<file path="src/rtl/mem_access_unit_pkg.sv">
// Shared encodings for the data-memory access stage and its lane aligner.
// Holds access sizes, fault codes, FSM states and small decode helpers.
// Pure declarations; no logic, no latency, no flow control.
package mem_access_unit_pkg;

    // Datapath width of the LEGv8 core.
    localparam int WORD = 64;

    // Access size encodings as presented on the size input.
    localparam logic [1:0] MEM_SIZE_BYTE  = 2'b00;
    localparam logic [1:0] MEM_SIZE_HALF  = 2'b01;
    localparam logic [1:0] MEM_SIZE_WORD  = 2'b10;
    localparam logic [1:0] MEM_SIZE_DWORD = 2'b11;

    // Fault codes reported alongside done.
    localparam logic [2:0] FAULT_NONE     = 3'd0;
    localparam logic [2:0] FAULT_MISALIGN = 3'd1;
    localparam logic [2:0] FAULT_BUSERR   = 3'd2;
    localparam logic [2:0] FAULT_TIMEOUT  = 3'd3;
    localparam logic [2:0] FAULT_ILLEGAL  = 3'd4;

    // Access FSM states.
    typedef enum logic [1:0] {
        MAU_IDLE = 2'd0,
        MAU_REQ  = 2'd1,
        MAU_DONE = 2'd2
    } mau_state_t;

    // Byte-lane mask for an access of the given size, before shifting by offset.
    function automatic logic [7:0] size_mask(input logic [1:0] size);
        logic [7:0] m;
        case (size)
            MEM_SIZE_BYTE:  m = 8'h01;
            MEM_SIZE_HALF:  m = 8'h03;
            MEM_SIZE_WORD:  m = 8'h0F;
            default:        m = 8'hFF;
        endcase
        return m;
    endfunction

    // True when the byte offset is not a multiple of the access size.
    function automatic logic is_misaligned(input logic [1:0] size, input logic [2:0] off);
        logic bad;
        case (size)
            MEM_SIZE_BYTE:  bad = 1'b0;
            MEM_SIZE_HALF:  bad = off[0];
            MEM_SIZE_WORD:  bad = |off[1:0];
            default:        bad = |off;
        endcase
        return bad;
    endfunction

endpackage

</file>
<file path="src/rtl/mem_access_unit_lane_align.sv">
// Little-endian byte-lane alignment: byte enables, store shift, load extract/extend.
// Purely combinational, zero latency.
// No flow control; shared by the multicycle access unit and the pipelined MEM stage.
module mem_lane_align
    import mem_access_unit_pkg::*;
(
    input  logic [1:0]      size,
    input  logic [2:0]      off,
    input  logic            sign_ext,
    input  logic [WORD-1:0] store_data,
    input  logic [WORD-1:0] rdata,
    output logic [7:0]      be,
    output logic [WORD-1:0] wdata,
    output logic [WORD-1:0] load_ext
);

    logic [5:0]      bit_shift;
    logic [WORD-1:0] rd_shifted;

    assign bit_shift = {off, 3'b000};

    // Place the store operand into its lanes and select the matching byte enables.
    always_comb begin
        be    = size_mask(size) << off;
        wdata = store_data << bit_shift;
    end

    // Bring the addressed bytes down to bit 0, then extend from the top bit of the size.
    // For dword there is nothing to extend, so sign_ext has no effect.
    always_comb begin
        rd_shifted = rdata >> bit_shift;
        case (size)
            MEM_SIZE_BYTE:
                load_ext = {{56{sign_ext & rd_shifted[7]}}, rd_shifted[7:0]};
            MEM_SIZE_HALF:
                load_ext = {{48{sign_ext & rd_shifted[15]}}, rd_shifted[15:0]};
            MEM_SIZE_WORD:
                load_ext = {{32{sign_ext & rd_shifted[31]}}, rd_shifted[31:0]};
            default:
                load_ext = rd_shifted;
        endcase
    end

endmodule

</file>
<file path="src/rtl/mem_access_unit.sv">
// Data-memory access stage: ALU result as address, one req/ack bus transaction per op.
// Latency: done 2 cycles after accept when acked at once, +1 per ack-delay cycle; 1 cycle on pre-bus faults.
// Backpressure: busy stalls control while in REQ; a silent bus is cut off after TIMEOUT cycles.
module mem_access_unit
    import mem_access_unit_pkg::*;
#(
    parameter int TIMEOUT = 255
)
(
    input  logic            clk,
    input  logic            reset,
    input  logic            start,
    input  logic            mem_read,
    input  logic            mem_write,
    input  logic [1:0]      size,
    input  logic            sign_ext,
    input  logic [WORD-1:0] address,
    input  logic [WORD-1:0] store_data,
    output logic            busy,
    output logic            done,
    output logic [WORD-1:0] load_data,
    output logic            fault,
    output logic [2:0]      fault_code,
    output logic            bus_req,
    output logic            bus_we,
    output logic [WORD-1:0] bus_addr,
    output logic [WORD-1:0] bus_wdata,
    output logic [7:0]      bus_be,
    input  logic            bus_ack,
    input  logic [WORD-1:0] bus_rdata,
    input  logic            bus_err
);

    localparam logic [7:0] CNT_LAST = 8'(TIMEOUT - 1);

    mau_state_t state, state_nxt;

    // Op attributes captured on the accept edge; later input changes are ignored.
    logic            op_read;
    logic [1:0]      op_size;
    logic            op_sext;
    logic [2:0]      op_off;
    logic [7:0]      wait_cnt;

    // FSM decisions consumed by the datapath registers.
    logic            accept_bus;
    logic            load_en;
    logic [2:0]      fault_code_nxt;

    // Aligner inputs: live request while idle, captured op once the bus is running.
    logic            in_idle;
    logic [1:0]      al_size;
    logic [2:0]      al_off;
    logic            al_sext;
    logic [7:0]      al_be;
    logic [WORD-1:0] al_wdata;
    logic [WORD-1:0] al_load;

    assign in_idle = (state == MAU_IDLE);
    assign al_size = in_idle ? size        : op_size;
    assign al_off  = in_idle ? address[2:0] : op_off;
    assign al_sext = in_idle ? sign_ext    : op_sext;

    mem_lane_align u_align (
        .size       (al_size),
        .off        (al_off),
        .sign_ext   (al_sext),
        .store_data (store_data),
        .rdata      (bus_rdata),
        .be         (al_be),
        .wdata      (al_wdata),
        .load_ext   (al_load)
    );

    // State register; reset abandons any transaction in flight.
    always_ff @(posedge clk or posedge reset) begin
        if (reset) begin
            state <= MAU_IDLE;
        end else begin
            state <= state_nxt;
        end
    end

    // Next-state decode plus the state-derived handshake outputs.
    always_comb begin
        state_nxt      = state;
        accept_bus     = 1'b0;
        load_en        = 1'b0;
        fault_code_nxt = fault_code;
        busy           = 1'b0;
        bus_req        = 1'b0;
        done           = 1'b0;
        fault          = 1'b0;
        case (state)
            MAU_IDLE: begin
                if (start && (mem_read || mem_write)) begin
                    if (mem_read && mem_write) begin
                        fault_code_nxt = FAULT_ILLEGAL;
                        state_nxt      = MAU_DONE;
                    end else if (is_misaligned(size, address[2:0])) begin
                        fault_code_nxt = FAULT_MISALIGN;
                        state_nxt      = MAU_DONE;
                    end else begin
                        fault_code_nxt = FAULT_NONE;
                        accept_bus     = 1'b1;
                        state_nxt      = MAU_REQ;
                    end
                end
            end
            MAU_REQ: begin
                busy    = 1'b1;
                bus_req = 1'b1;
                if (bus_ack) begin
                    if (bus_err) begin
                        fault_code_nxt = FAULT_BUSERR;
                    end else begin
                        fault_code_nxt = FAULT_NONE;
                        load_en        = op_read;
                    end
                    state_nxt = MAU_DONE;
                end else if (wait_cnt == CNT_LAST) begin
                    fault_code_nxt = FAULT_TIMEOUT;
                    state_nxt      = MAU_DONE;
                end
            end
            MAU_DONE: begin
                done      = 1'b1;
                fault     = (fault_code != FAULT_NONE);
                state_nxt = MAU_IDLE;
            end
            default: begin
                state_nxt = MAU_IDLE;
            end
        endcase
    end

    // Bus-side request registers, loaded once per accepted op and held through REQ.
    always_ff @(posedge clk or posedge reset) begin
        if (reset) begin
            bus_we    <= 1'b0;
            bus_addr  <= '0;
            bus_wdata <= '0;
            bus_be    <= '0;
            op_read   <= 1'b0;
            op_size   <= MEM_SIZE_BYTE;
            op_sext   <= 1'b0;
            op_off    <= '0;
        end else if (accept_bus) begin
            bus_we    <= mem_write;
            bus_addr  <= {address[WORD-1:3], 3'b000};
            bus_wdata <= al_wdata;
            bus_be    <= al_be;
            op_read   <= mem_read;
            op_size   <= size;
            op_sext   <= sign_ext;
            op_off    <= address[2:0];
        end
    end

    // Ack wait counter: cleared on accept, advances every REQ cycle.
    always_ff @(posedge clk or posedge reset) begin
        if (reset) begin
            wait_cnt <= '0;
        end else if (accept_bus) begin
            wait_cnt <= '0;
        end else if (state == MAU_REQ) begin
            wait_cnt <= wait_cnt + 8'd1;
        end
    end

    // Result registers: fault code persists until the next accepted start,
    // load data only changes on an error-free read completion.
    always_ff @(posedge clk or posedge reset) begin
        if (reset) begin
            fault_code <= FAULT_NONE;
            load_data  <= '0;
        end else begin
            fault_code <= fault_code_nxt;
            if (load_en) begin
                load_data <= al_load;
            end
        end
    end

endmodule

</file>
<file path="config.mk">
export PLATFORM = sky130hd
export DESIGN_NAME = mem_access_unit
export DESIGN_NICKNAME = d
export VERILOG_FILES = /design/src/rtl/mem_access_unit_pkg.sv /design/src/rtl/mem_access_unit_lane_align.sv /design/src/rtl/mem_access_unit.sv
export SDC_FILE = /design/constraint.sdc
export NUM_CORES = 1
export LEC_CHECK = 0
export CAP_MARGIN = 20
export CORE_ASPECT_RATIO = 0.75
export CORE_MARGIN = 1
export CORE_UTILIZATION = 40
export CTS_CLUSTER_DIAMETER = 100
export DETAILED_ROUTE_END_ITERATION = 16
export PLACE_DENSITY = 0.74
export REMOVE_ABC_BUFFERS = 1
export SLEW_MARGIN = 15
export SYNTH_ARGS = -nofsm -noshare
export SYNTH_HDL_FRONTEND = slang
export SYNTH_HIERARCHICAL = 1
export SYNTH_SLANG_ARGS = --single-unit
</file>
<file path="constraint.sdc">
create_clock -name clk -period 11.7 [get_ports clk]
set_input_delay 2.925 -clock clk [delete_from_list [all_inputs] [get_ports clk]]
set_output_delay 2.925 -clock clk [all_outputs]
set_load 0.02 [all_outputs]
</file>
Word-level counts from Yosys, hierarchy flattened
Cells that the tools add are included.

storage, ports and cells
  register bits after elaboration = 218
  output and inout bits = 208
  logic and storage cells = 75

cells by class
  add/subtract/negate cells = 1
  eq/ne operators = 9
  shift-type cells = 3
  multiplexer cells = 34
  bitwise operators = 3
  reductions and logical operators = 13

operator list
  cell                                                             number
  64-bit case mux with 3 select lines                              1
  64-bit by 6-bit left shift with 64-bit output                    1
  64-bit by 6-bit right shift with 64-bit output                   1
  8-bit case mux with 3 select lines                               1
  8-bit 2-to-1 mux                                                 2
  1-bit 2-to-1 mux                                                 15
  3-bit 2-to-1 mux                                                 5
  2-bit 2-to-1 mux                                                 7
  8-bit by 1-bit adder with 8-bit output, second input constant    1
  8-bit == test, second input constant                             1
  8-bit by 3-bit left shift with 8-bit output                      1
  2-bit by 1-bit == test with 1-bit output, second input constant  3
  2-bit == test, second input constant                             3
  2-bit logical NOT                                                3
  3-bit case mux with 2 select lines                               1
  2-bit case mux with 2 select lines                               1
  2-bit nonzero test                                               2
  1-bit bitwise AND                                                3
  3-bit != test, second input constant                             1
  1-bit case mux with 3 select lines                               1
  3-bit AND reduction                                              1
  3-bit nonzero test                                               1
  3-bit OR reduction                                               1
  1-bit logical AND                                                2
  other kinds (4)                                                  4

Logic depth before layout (Yosys ltp)
Gate-level depths: netlist (run 1).

  depth after elaboration = 10
  depth in mapped cells = 12
  mapped depth without buffers = 7

By module
Netlist (run 1), hierarchy kept.

by module, submodules not included
  module           instances  cells each  area an instance (um^2)
  mem_access_unit  1          528         8675.8
  mem_lane_align   1          591         4536.9

Worst setup path before layout (run 1)
Ideal clock, no wire load.

  path kind = input-to-reg
  start = in address[1]
  end = reg load_data[0]
  setup time = 0.125 ns
  arrival time = 4.516 ns
  setup slack = 7.059 ns
  cell stages on the path = 8
  path through = mux2_2 -> buf_6 -> buf_6 -> buf_6 -> buf_2 -> mux4_2 -> mux2_2 -> mux2_2

between the ends
  cells in the longest elaborated chain, start to end = 3

RTL lines
  item                                            line                              text
  start: declaration                              mem_access_unit.sv:17             input logic [WORD-1:0] address,
  3-bit 2-to-1 mux                                mem_access_unit.sv:61             assign al_off = in_idle ? address[2:0] : op_off;
  64-bit by 6-bit right shift with 64-bit output  mem_access_unit_lane_align.sv:31  rd_shifted = rdata >> bit_shift;
  64-bit case mux with 3 select lines             mem_access_unit_lane_align.sv:32  case (size)
  via al_load[0]                                  mem_access_unit.sv:57             logic [WORD-1:0] al_load;
  end signal: assignment                          mem_access_unit.sv:180            load_data <= al_load;
  end: declaration                                mem_access_unit.sv:21             output logic [WORD-1:0] load_data,

The timed path passes the listed nets, and every way through them passes these cells.
A chain may end at the register's enable or synchronous reset.

Worst setup path in the final report (run 1)
  start = in address[0]
  end = reg load_data[48]

between the ends
  cells in the longest elaborated chain, start to end = 4
  elaborated cells between the ends (all ways) = 6
  those cells by class = 1 x shift; 2 x mux; 3 x bitwise

RTL lines
  item                                                line                                                                                                  text
  3-bit 2-to-1 mux (*)                                mem_access_unit.sv:61
  via al_off[0]                                       mem_access_unit.sv:53                                                                                 logic [2:0] al_off;
  64-bit by 6-bit right shift with 64-bit output (*)  mem_access_unit_lane_align.sv:31
  1-bit bitwise AND, on equally long branches         mem_access_unit_lane_align.sv:38, mem_access_unit_lane_align.sv:34, mem_access_unit_lane_align.sv:36
  64-bit case mux with 3 select lines (*)             mem_access_unit_lane_align.sv:32
  via al_load[48]                                     mem_access_unit.sv:57

The timed path passes the listed nets; every way through them passes the cells marked *.

==> results of run 1 <==
==> flip-flops by register name (all words and copies together), names as in the netlist <==
signal      count
fault_code      3
bus_wdata      64
op_read         1
bus_addr       61
op_off          3
bus_we          1
state           2
load_data      64
op_size         2
wait_cnt        8
bus_be          8
op_sext         1
==> cell families (layout without fill, tap and decap cells) <==
family	after synthesis	count (layout)	synth area share [%]
other	1	5	0.02838
xor gates and xnor gates	3	3	0.1989
DFF	218	218	41.29
muxes	392	392	35.21
AOI/OAI and AO/OA	166	166	7.955
and+or+nand+nor	226	226	8.901
adders and majority gates	2	2	0.1894
buffers and inverters	111	469	6.231
==> cells in the final DEF (no fill, tap or decap), types with 8 or more instances in the layout <==
cell               n
mux4_2            22
mux2_4            41
o211ai_1          12
nor2_1            65
mux2_2           192
o2bb2ai_1         16
nand3_1           21
o21ai_0           52
nand4_2           11
nand4_1           16
and2_1             8
buf_4             11
nand2_1           60
clkbuf_16         25
o22ai_1           17
clkdlybuf4s50_1  406
mux2i_1          128
dfrtp_1          218
a21oi_1           33
nor2b_1           12
o2111ai_1          8
==> metrics by stage <==
step | cells | hold slack (ns) | utilization (%)
2_1_floorplan | 1018 | 0.4754 | -
3_3_place_gp | 1878 | 0.4696 | 53.03
6_report | 1923 | 0.4933 | 55.67
3_5_place_dp | 1878 | 0.4811 | 53.03
4_1_cts | 1921 | 0.4949 | 55.65
5_1_grt | 1921 | 0.5155 | 55.65
==> final timing paths <==
check / startpoint / end / slack (ns)
setup reg to reg: state[0] / load_data[48] / 7.07
hold reg to reg: bus_addr[54] / bus_addr[54] / 0.49
setup / recovery: address[0] / load_data[48] / 5.33
min in group asynchronous: reset / bus_addr[23] / 2.86
max in group asynchronous: reset / bus_addr[17] / 6.54
hold / removal: bus_addr[54] / bus_addr[54] / 0.49
==> power by group <==
part / internal (mW) / total, mW / switching, mW
logic: 1.14 / 2.28 / 1.15
clock network: 0.500 / 0.828 / 0.328
registers: 1.07 / 1.25 / 0.186
==> metal layers <==
layer | GRT usage, % | up-vias
met4 | 6.159 | 0
met1 | 31.54 | 5220
met3 | 6.607 | 64
li1 | - | 4791
met2 | 36.80 | 349
met5 | 0 | -
==> cell type report <==
type / instances / area (sq um)
Antenna cell: 2 / 5.005
Clock buffer: 35 / 733.2
Clock inverter: 8 / 117.6
Fill cell: 2748 / 14390
Inverter: 8 / 37.54
Multi-Input combinational cell: 792 / 6997
Sequential cell: 218 / 5455
Tap cell: 442 / 553.0
Timing Repair Buffer: 418 / 4167
==> Yosys cell counts (2+ instances only) <==
library cell    n
ha_1            2
buf_12          4
a211oi_1        4
nand3b_1        2
buf_6          24
mux2_2        195
nand2_1        60
inv_1           8
mux4_2         22
o2111ai_1       8
nand4_1        16
xnor2_1         3
o211ai_1       12
mux2_1          7
or2_2           3
a21o_1          2
a21oi_1        33
dfrtp_1       218
or3_1           4
nor3_1          3
o21ai_1         5
or4_1           2
nand2b_1        7
a211o_1         2
nor3b_1         2
and2_1          8
nand3_1        21
mux2_4         40
o21a_1          3
o22ai_1        17
mux2i_1       128
buf_2          35
o2bb2ai_1      16
nand4_2        11
clkbuf_1        7
nor2b_1        14
buf_1           3
buf_4          28
a22oi_1         2
o21ai_0        52
nor2_1         65
==> results.py, run 1 <==
metrics = {
    "outcome": {
        "status": "complete, no violations",
    },
    "clock_tree": {
        "cts_hold_buf": 0,
        "cts_max_path_buffers": 3,
        "cts.htree.levels": 1,
        "ctsResizeCount": 0,
        "root_buffer": "clkbuf_16",
        "clock_latency_ns": 0.53,
        "clk_pin_slew_worst_paths_ns": 0.06,
        "cts_buffers": 25,
        "cts_tree": "done",
        "cts.sinks": 218,
        "postCtsSetupRepairBufs": 0,
    },
    "critical_path": {
        "endpoint_kind": "flip-flop",
        "required_ns": 12.11,
        "cp-start-kind": "input pin",
        "cp_num_buf_inv": 2,
        "critical_path.top_delay_family": "buffers and inverters",
        "path_max_fanout": 111,
        "cp.arrival_ns": 6.77,
        "r2r_cells": 7,
        "max_stage_delay_ns": 0.91,
        "critical_path_class": "in2reg",
        "critPathSlowestCell": "o21ai_4",
        "path_depth": 7,
        "cp_cell_sequence": "clkdlybuf4s50_1, mux2_8, buf_4, a21oi_1, o21ai_4, o2111ai_1, mux2_2",
    },
    "floorplan": {
        "row_count": 57,
        "ios": 410,
        "core_area_sq_mm": 0.03245,
        "die_h_um": 159.4,
        "dieArea_sq_mm": 0.03377,
        "die_w_um": 211.9,
        "start_util_pct": 40.72,
    },
    "grt": {
        "grt_pass1_wl_um": 62350,
        "track_usage_pct": 23.39,
        "grt_antenna_before_repair": 2,
        "grt-ovfl-total": 0,
        "grt_max_degree": 146,
        "first_global_vias": 10643,
    },
    "timing": {
        "tns_ns": 0,
        "tightest_slew_ns": 1.085,
        "hold_violations": 0,
        "final.period_utilization_pct": 54.41,
        "slew_violations": 0,
        "setup_violations": 0,
        "min_period_ns": 6.366,
        "fmax_mhz": 157.1,
        "skew_ns": 0.01611,
        "rsz0062_at_grt": "no",
        "layout_setup_ws_ns": 5.334,
        "slew_headroom_pct": 27.42,
    },
    "place": {
        "place_area_sq_mm": 0.01721,
        "gp_congestion": 0.8731,
        "dp_slack_ns": 4.774,
        "port_buffers": 406,
        "hpwlAfterDp_um": 27080,
    },
    "final_layout": {
        "syn2layout_area_growth_pct": 36.72,
        "nets": 1667,
        "layout-drive-gt1-share_pct": 22.65,
        "fin_area_sq_mm": 0.01806,
    },
    "route": {
        "drtAntennaViolNets": 0,
        "viasPerCell": 5.421,
        "vias": 10424,
        "met2WireLength_um": 18420,
        "drt-pass1-iter-count": 5,
        "top_layer": "met4",
        "wl_met1_um": 17290,
        "met3_wirelength_um": 3185,
        "drtIter0Drc": 529,
        "wl_um": 39970,
        "wl_per_cell_um": 20.79,
        "drc_errors": 0,
    },
    "logic_synthesis": {
        "synth_top_area_share_pct": 41.29,
        "syn_inst": 1119,
        "ys_ff_latch": 218,
        "syn_area_sq_mm": 0.01321,
        "synth_enable_flop_cells": 0,
        "yosys_warnings": 6,
        "synth_ff_type": "dfrtp_1",
        "ys_seq_area_share_pct": 41.29,
        "yosys.area.top_type": "dfrtp_1",
        "yosys-top-cells-area": "dfrtp_1, mux2_2, mux2i_1, mux2_4, mux4_2",
        "synthArstFlopShare_pct": 100.0,
        "yosysUniqueCellTypes": 62,
        "syn_avg_cell_area_sq_um": 11.81,
    },
    "power": {
        "p_leak_nw": 7.709,
        "ir_drop_mv": 0.1381,
        "powerDensity_mw_per_mm2": 241.5,
        "finalPower_mw": 4.362,
    },
    "flow_run": {
        "max-cap-violations": 0,
    },
    "min_path": {
        "hold_path.class": "reg2reg",
        "hold_depth": 1,
    },
}
Note: power is estimated with default switching activity, not from simulation.
==> run 2: changes to the inputs <==
Clock period 11.7 ns to 6.3 ns, I/O delays scaled along.
==> results.py, run 2 (synthesis gave the netlist of run 1 again) <==
metrics = {
    "final_layout": {
        "instances_no_fill": 1931,
        "largestRegisters": "bus_wdata (64), load_data (64), bus_addr (61)",
        "layout-drive-gt1-share_pct": 23.07,
        "syn2layout_area_growth_pct": 37.94,
        "final_util_pct": 56.17,
        "final_cell_mix": "clkdlybuf4s50_1, dfrtp_1, mux2_2",
        "final_common_cell": "clkdlybuf4s50_1",
        "fillers": 2720,
        "nets": 1673,
    },
    "clock_tree": {
        "cts_buffers": 25,
        "cts_hold_buf": 0,
        "cts.sinks": 218,
        "cts_max_path_buffers": 3,
        "clk_pin_slew_worst_paths_ns": 0.06,
        "cts_tree": "done",
        "postCtsSetupRepairBufs": 0,
        "ctsResizeCount": 0,
        "cts.htree.levels": 1,
        "clock_latency_ns": 0.53,
        "root_buffer": "clkbuf_16",
    },
    "timing": {
        "worst_hold_slack_ns": 0.4970,
        "layout_setup_ws_ns": 1.731,
        "min_period_ns": 4.569,
        "slew_headroom_pct": 30.31,
        "tightest_slew_ns": 1.041,
        "skew_ns": 0.01545,
        "hold_violations": 0,
        "setup_violations": 0,
        "final.period_utilization_pct": 72.52,
        "slew_violations": 0,
        "rsz0062_at_grt": "no",
        "fmax_mhz": 218.9,
    },
    "floorplan": {
        "dieArea_sq_mm": 0.03377,
        "row_count": 57,
        "ios": 410,
        "core_area_sq_mm": 0.03245,
        "die_h_um": 159.4,
        "die_w_um": 211.9,
        "start_util_pct": 40.72,
    },
    "place": {
        "hpwlAfterDp_um": 27820,
        "dp_cells": 1883,
        "dp_slack_ns": 1.273,
        "gp_congestion": 0.8456,
        "port_buffers": 406,
    },
    "critical_path": {
        "required_ns": 6.72,
        "cp-start-kind": "input pin",
        "reg2reg_to": "load_data[21]",
        "max_stage_delay_ns": 0.86,
        "path_depth": 8,
        "rr_startpoint": "state[0]",
        "cp.arrival_ns": 4.99,
        "endpoint_kind": "flip-flop",
        "critPathSlowestCell": "buf_4",
        "critical_path.top_delay_family": "buffers and inverters",
        "path_max_fanout": 93,
        "r2r_cells": 8,
        "critical_path_class": "in2reg",
        "cp_cell_sequence": "clkdlybuf4s50_1, mux2_8, buf_4, mux4_2, nor2b_1, o21ai_0, nand3_1, mux2_2",
        "rrSetupSlack_ns": 2.10,
        "cp_num_buf_inv": 2,
    },
    "route": {
        "wl_um": 40080,
        "drt-pass1-iter-count": 5,
        "viasPerCell": 5.382,
        "wl_per_cell_um": 20.75,
        "drc_errors": 0,
        "vias": 10392,
        "drtIter0Drc": 757,
        "drtAntennaViolNets": 0,
    },
    "flow_run": {
        "max-cap-violations": 0,
    },
    "grt": {
        "first_global_vias": 10591,
        "grt-ovfl-total": 0,
        "grt_pass1_wl_um": 62280,
        "grt_max_degree": 138,
        "track_usage_pct": 23.49,
        "grt_antenna_before_repair": 2,
    },
    "min_path": {
        "hold_depth": 1,
        "hold_end": "load_data[58]",
        "hold_path.class": "reg2reg",
        "hold_start": "load_data[58]",
    },
    "power": {
        "powerDensity_mw_per_mm2": 449.8,
        "ir_drop_mv": 0.2688,
        "p_leak_nw": 7.792,
    },
    "outcome": {
        "status": "complete, no violations",
    },
}
## run 2: worst max-delay path by stage
| stage | startpoint | end | slack [ns] |
|---|---|---|---|
| 3_5_place_dp | address[0] | load_data[21] | 1.27 |
| 3_3_place_gp | address[1] | load_data[37] | 1.27 |
| 5_1_grt | address[0] | load_data[21] | 1.57 |
| 4_1_cts | address[0] | load_data[21] | 1.83 |
| 6_report | address[0] | load_data[21] | 1.73 |
| 2_1_floorplan | start | bus_addr[10] | -3.24 |
## run 2: report_power, final
part	switching, mW	total [mW]	internal, mW	leakage [nW]
Clock	0.621	1.63	1.01	0.451
Sequential	0.344	2.32	1.98	2.75
Combinational	2.13	4.25	2.12	4.59
## run 2: stage by stage
step | cell area [sq um] | power (mW) | TNS (ns)
2_1_floorplan | 12430 | 4.794 | -730.23
3_3_place_gp | 17250 | 6.515 | 0
3_5_place_dp | 17280 | 6.585 | 0
4_1_cts | 18190 | 8.259 | 0
5_1_grt | 18220 | 8.625 | 0
6_report | 18230 | 8.198 | 0
## run 2: worst register-to-register path: stages (launching register included)
cell and delay [ns]:
dfrtp_1 0.47, nor2_1 0.66, mux2_8 0.75, buf_4 0.98, mux4_2 0.51, nor2b_1 0.14, o21ai_0 0.20, nand3_1 0.09
mux2_2 0.29
## run 2: per-layer routing
metal	track usage [%]	share of wire, %
met5	0	0
met3	6.923	8.3
met2	35.94	45
met4	5.896	2.4
met1	32.48	44
## run 2: layout make-up
type                    count  area, sq um  area share (%)
diodes                      2        5.005         0.02746
clock buffers              34        719.4           3.947
clock inverters            11        195.2           1.071
inverters                   8        37.54          0.2059
multi-input cells         792         6997           38.39
flip-flops and latches    218         5455           29.93
well taps                 442        553.0           3.034
repair buffers            424         4264           23.40
==> run 3: changes to the inputs <==
Settings changed: PLACE_DENSITY 0.74 to 0.77.
Clock period 6.3 ns to 3.86 ns, I/O delays scaled along.
==> results.py, run 3 (synthesis gave the netlist of run 1 again) <==
metrics = {
    "critical_path": {
        "cp.arrival_ns": 2.03,
        "path_max_fanout": 8,
        "critical_path_class": "reg2out",
        "endpoint_kind": "primary output",
        "cp-start-kind": "flip-flop",
        "max_stage_delay_ns": 0.65,
        "critPathSlowestCell": "clkdlybuf4s50_1",
        "required_ns": 2.89,
        "cp_cell_sequence": "nand2b_1, inv_1, clkdlybuf4s50_1",
    },
    "clock_tree": {
        "postCtsSetupRepairBufs": 0,
        "cts_max_path_buffers": 3,
        "clk_pin_slew_worst_paths_ns": 0.06,
        "cts.sinks": 218,
        "clock_latency_ns": 0.54,
        "cts.htree.levels": 1,
        "cts_buffers": 24,
        "root_buffer": "clkbuf_16",
        "cts_tree": "done",
        "ctsResizeCount": 0,
        "cts_hold_buf": 0,
    },
    "final_layout": {
        "nets": 1693,
        "instances_no_fill": 1949,
        "final_cell_mix": "clkdlybuf4s50_1, dfrtp_1, mux2_2",
        "syn2layout_area_growth_pct": 39.47,
        "final_common_cell": "clkdlybuf4s50_1",
        "final_util_pct": 56.79,
        "layout-drive-gt1-share_pct": 24.09,
        "fillers": 2694,
        "largestRegisters": "bus_wdata (64), load_data (64), bus_addr (61)",
        "diodes": 0,
    },
    "place": {
        "gp_congestion": 0.8883,
        "port_buffers": 406,
        "dp_cells": 1905,
        "hpwlAfterDp_um": 28900,
    },
    "timing": {
        "setup_violations": 0,
        "hold_violations": 0,
        "slew_headroom_pct": 40.70,
        "final.period_utilization_pct": 77.66,
        "tightest_slew_ns": 0.8895,
        "skew_ns": 0.007620,
        "slew_violations": 0,
        "fmax_mhz": 333.6,
        "rsz0062_at_grt": "no",
        "min_period_ns": 2.998,
    },
    "min_path": {
        "hold_path.class": "reg2reg",
    },
    "floorplan": {
        "core_area_sq_mm": 0.03245,
        "die_h_um": 159.4,
        "row_count": 57,
        "start_util_pct": 40.72,
        "ios": 410,
        "die_w_um": 211.9,
        "dieArea_sq_mm": 0.03377,
    },
    "flow_run": {
        "max-cap-violations": 0,
    },
    "grt": {
        "grt-ovfl-total": 0,
        "grt_pass1_wl_um": 63510,
        "grt_antenna_before_repair": 2,
        "track_usage_pct": 24.03,
        "first_global_vias": 11003,
        "grt_max_degree": 68,
    },
    "route": {
        "drtAntennaViolNets": 0,
        "wl_per_cell_um": 20.96,
        "drtIter0Drc": 723,
        "viasPerCell": 5.430,
        "drt-pass1-iter-count": 8,
        "wl_um": 40850,
        "drc_errors": 0,
        "vias": 10584,
    },
    "outcome": {
        "status": "complete, no violations",
    },
    "power": {
        "finalPower_mw": 13.42,
        "p_leak_nw": 7.899,
        "powerDensity_mw_per_mm2": 728.1,
        "ir_drop_mv": 0.4645,
    },
}
==> run 3: cell types whose count changed in the layout (fill, tap and decap cells not counted) <==
cell / change
inv_6: -2
clkinvlp_4: +3
bufinv_16: -2
buf_4: +12
o21ai_4: -1
o21ai_2: +1
buf_12: +11
clkinv_4: -1
clkbuf_8: +2
diode_2: -2
buf_16: -2
clkinv_2: -1
==> run 3: area by class of cell <==
class | count | area (sq um) | area share (%)
multi-input cells | 792 | 6989 | 37.93
inverters | 8 | 37.54 | 0.2037
flip-flops and latches | 218 | 5455 | 29.60
well taps | 442 | 553.0 | 3.001
clock buffers | 36 | 747.0 | 4.053
clock inverters | 8 | 126.4 | 0.6858
repair buffers | 445 | 4519 | 24.52
==> run 3: worst paths after layout <==
check / end / depth (start not counted) / slack, ns / start
max: bus_req / 3 / 0.86 / state[1]
min: bus_addr[54] / 1 / 0.49 / bus_addr[54]
max reg2reg: load_data[57] / 9 / 0.92 / state[0]
min reg2reg: bus_addr[54] / 1 / 0.49 / bus_addr[54]
max in group asynchronous: bus_wdata[13] / 3 / 2.06 / reset
min in group asynchronous: bus_addr[56] / 2 / 0.87 / reset
==> run 3: stage by stage <==
stage / cell area [sq um] / hold WS, ns / setup WS (ns) / setup TNS [ns]
6_report: 18430 / 0.4859 / 0.8625 / 0
4_1_cts: 18430 / 0.4926 / 0.8383 / 0
2_1_floorplan: 12430 / 0.4754 / -5.073 / -1490.81
5_1_grt: 18430 / 0.5014 / 0.7474 / 0
3_5_place_dp: 17550 / 0.4783 / 0.4202 / 0
3_3_place_gp: 17550 / 0.4681 / 0.3729 / 0
==> run 3: critical path: cells and delay by family (launching register included) <==
family	cells	cell delay, ns
flip-flops	1	0.45
AND/OR/NAND/NOR	1	0.20
buffers and inverters	2	0.85
==> run 3: power breakdown <==
| group | total [mW] | leakage (nW) | internal, mW | switching [mW] |
|---|---|---|---|---|
| Combinational | 7.07 | 4.73 | 3.57 | 3.50 |
| Sequential | 3.81 | 2.75 | 3.23 | 0.575 |
| Clock | 2.54 | 0.420 | 1.54 | 1.00 |
| Total | 13.4 | 7.90 | 8.34 | 5.08 |
==> run 3: metal layers <==
metal,vias to the layer above,share of wire (%),global-route usage (%)
met2,380,47,38.46
met5,-,0.073,0
met4,4,2.4,6.061
met3,73,7.4,6.213
met1,5290,44,32.34
li1,4837,-,-
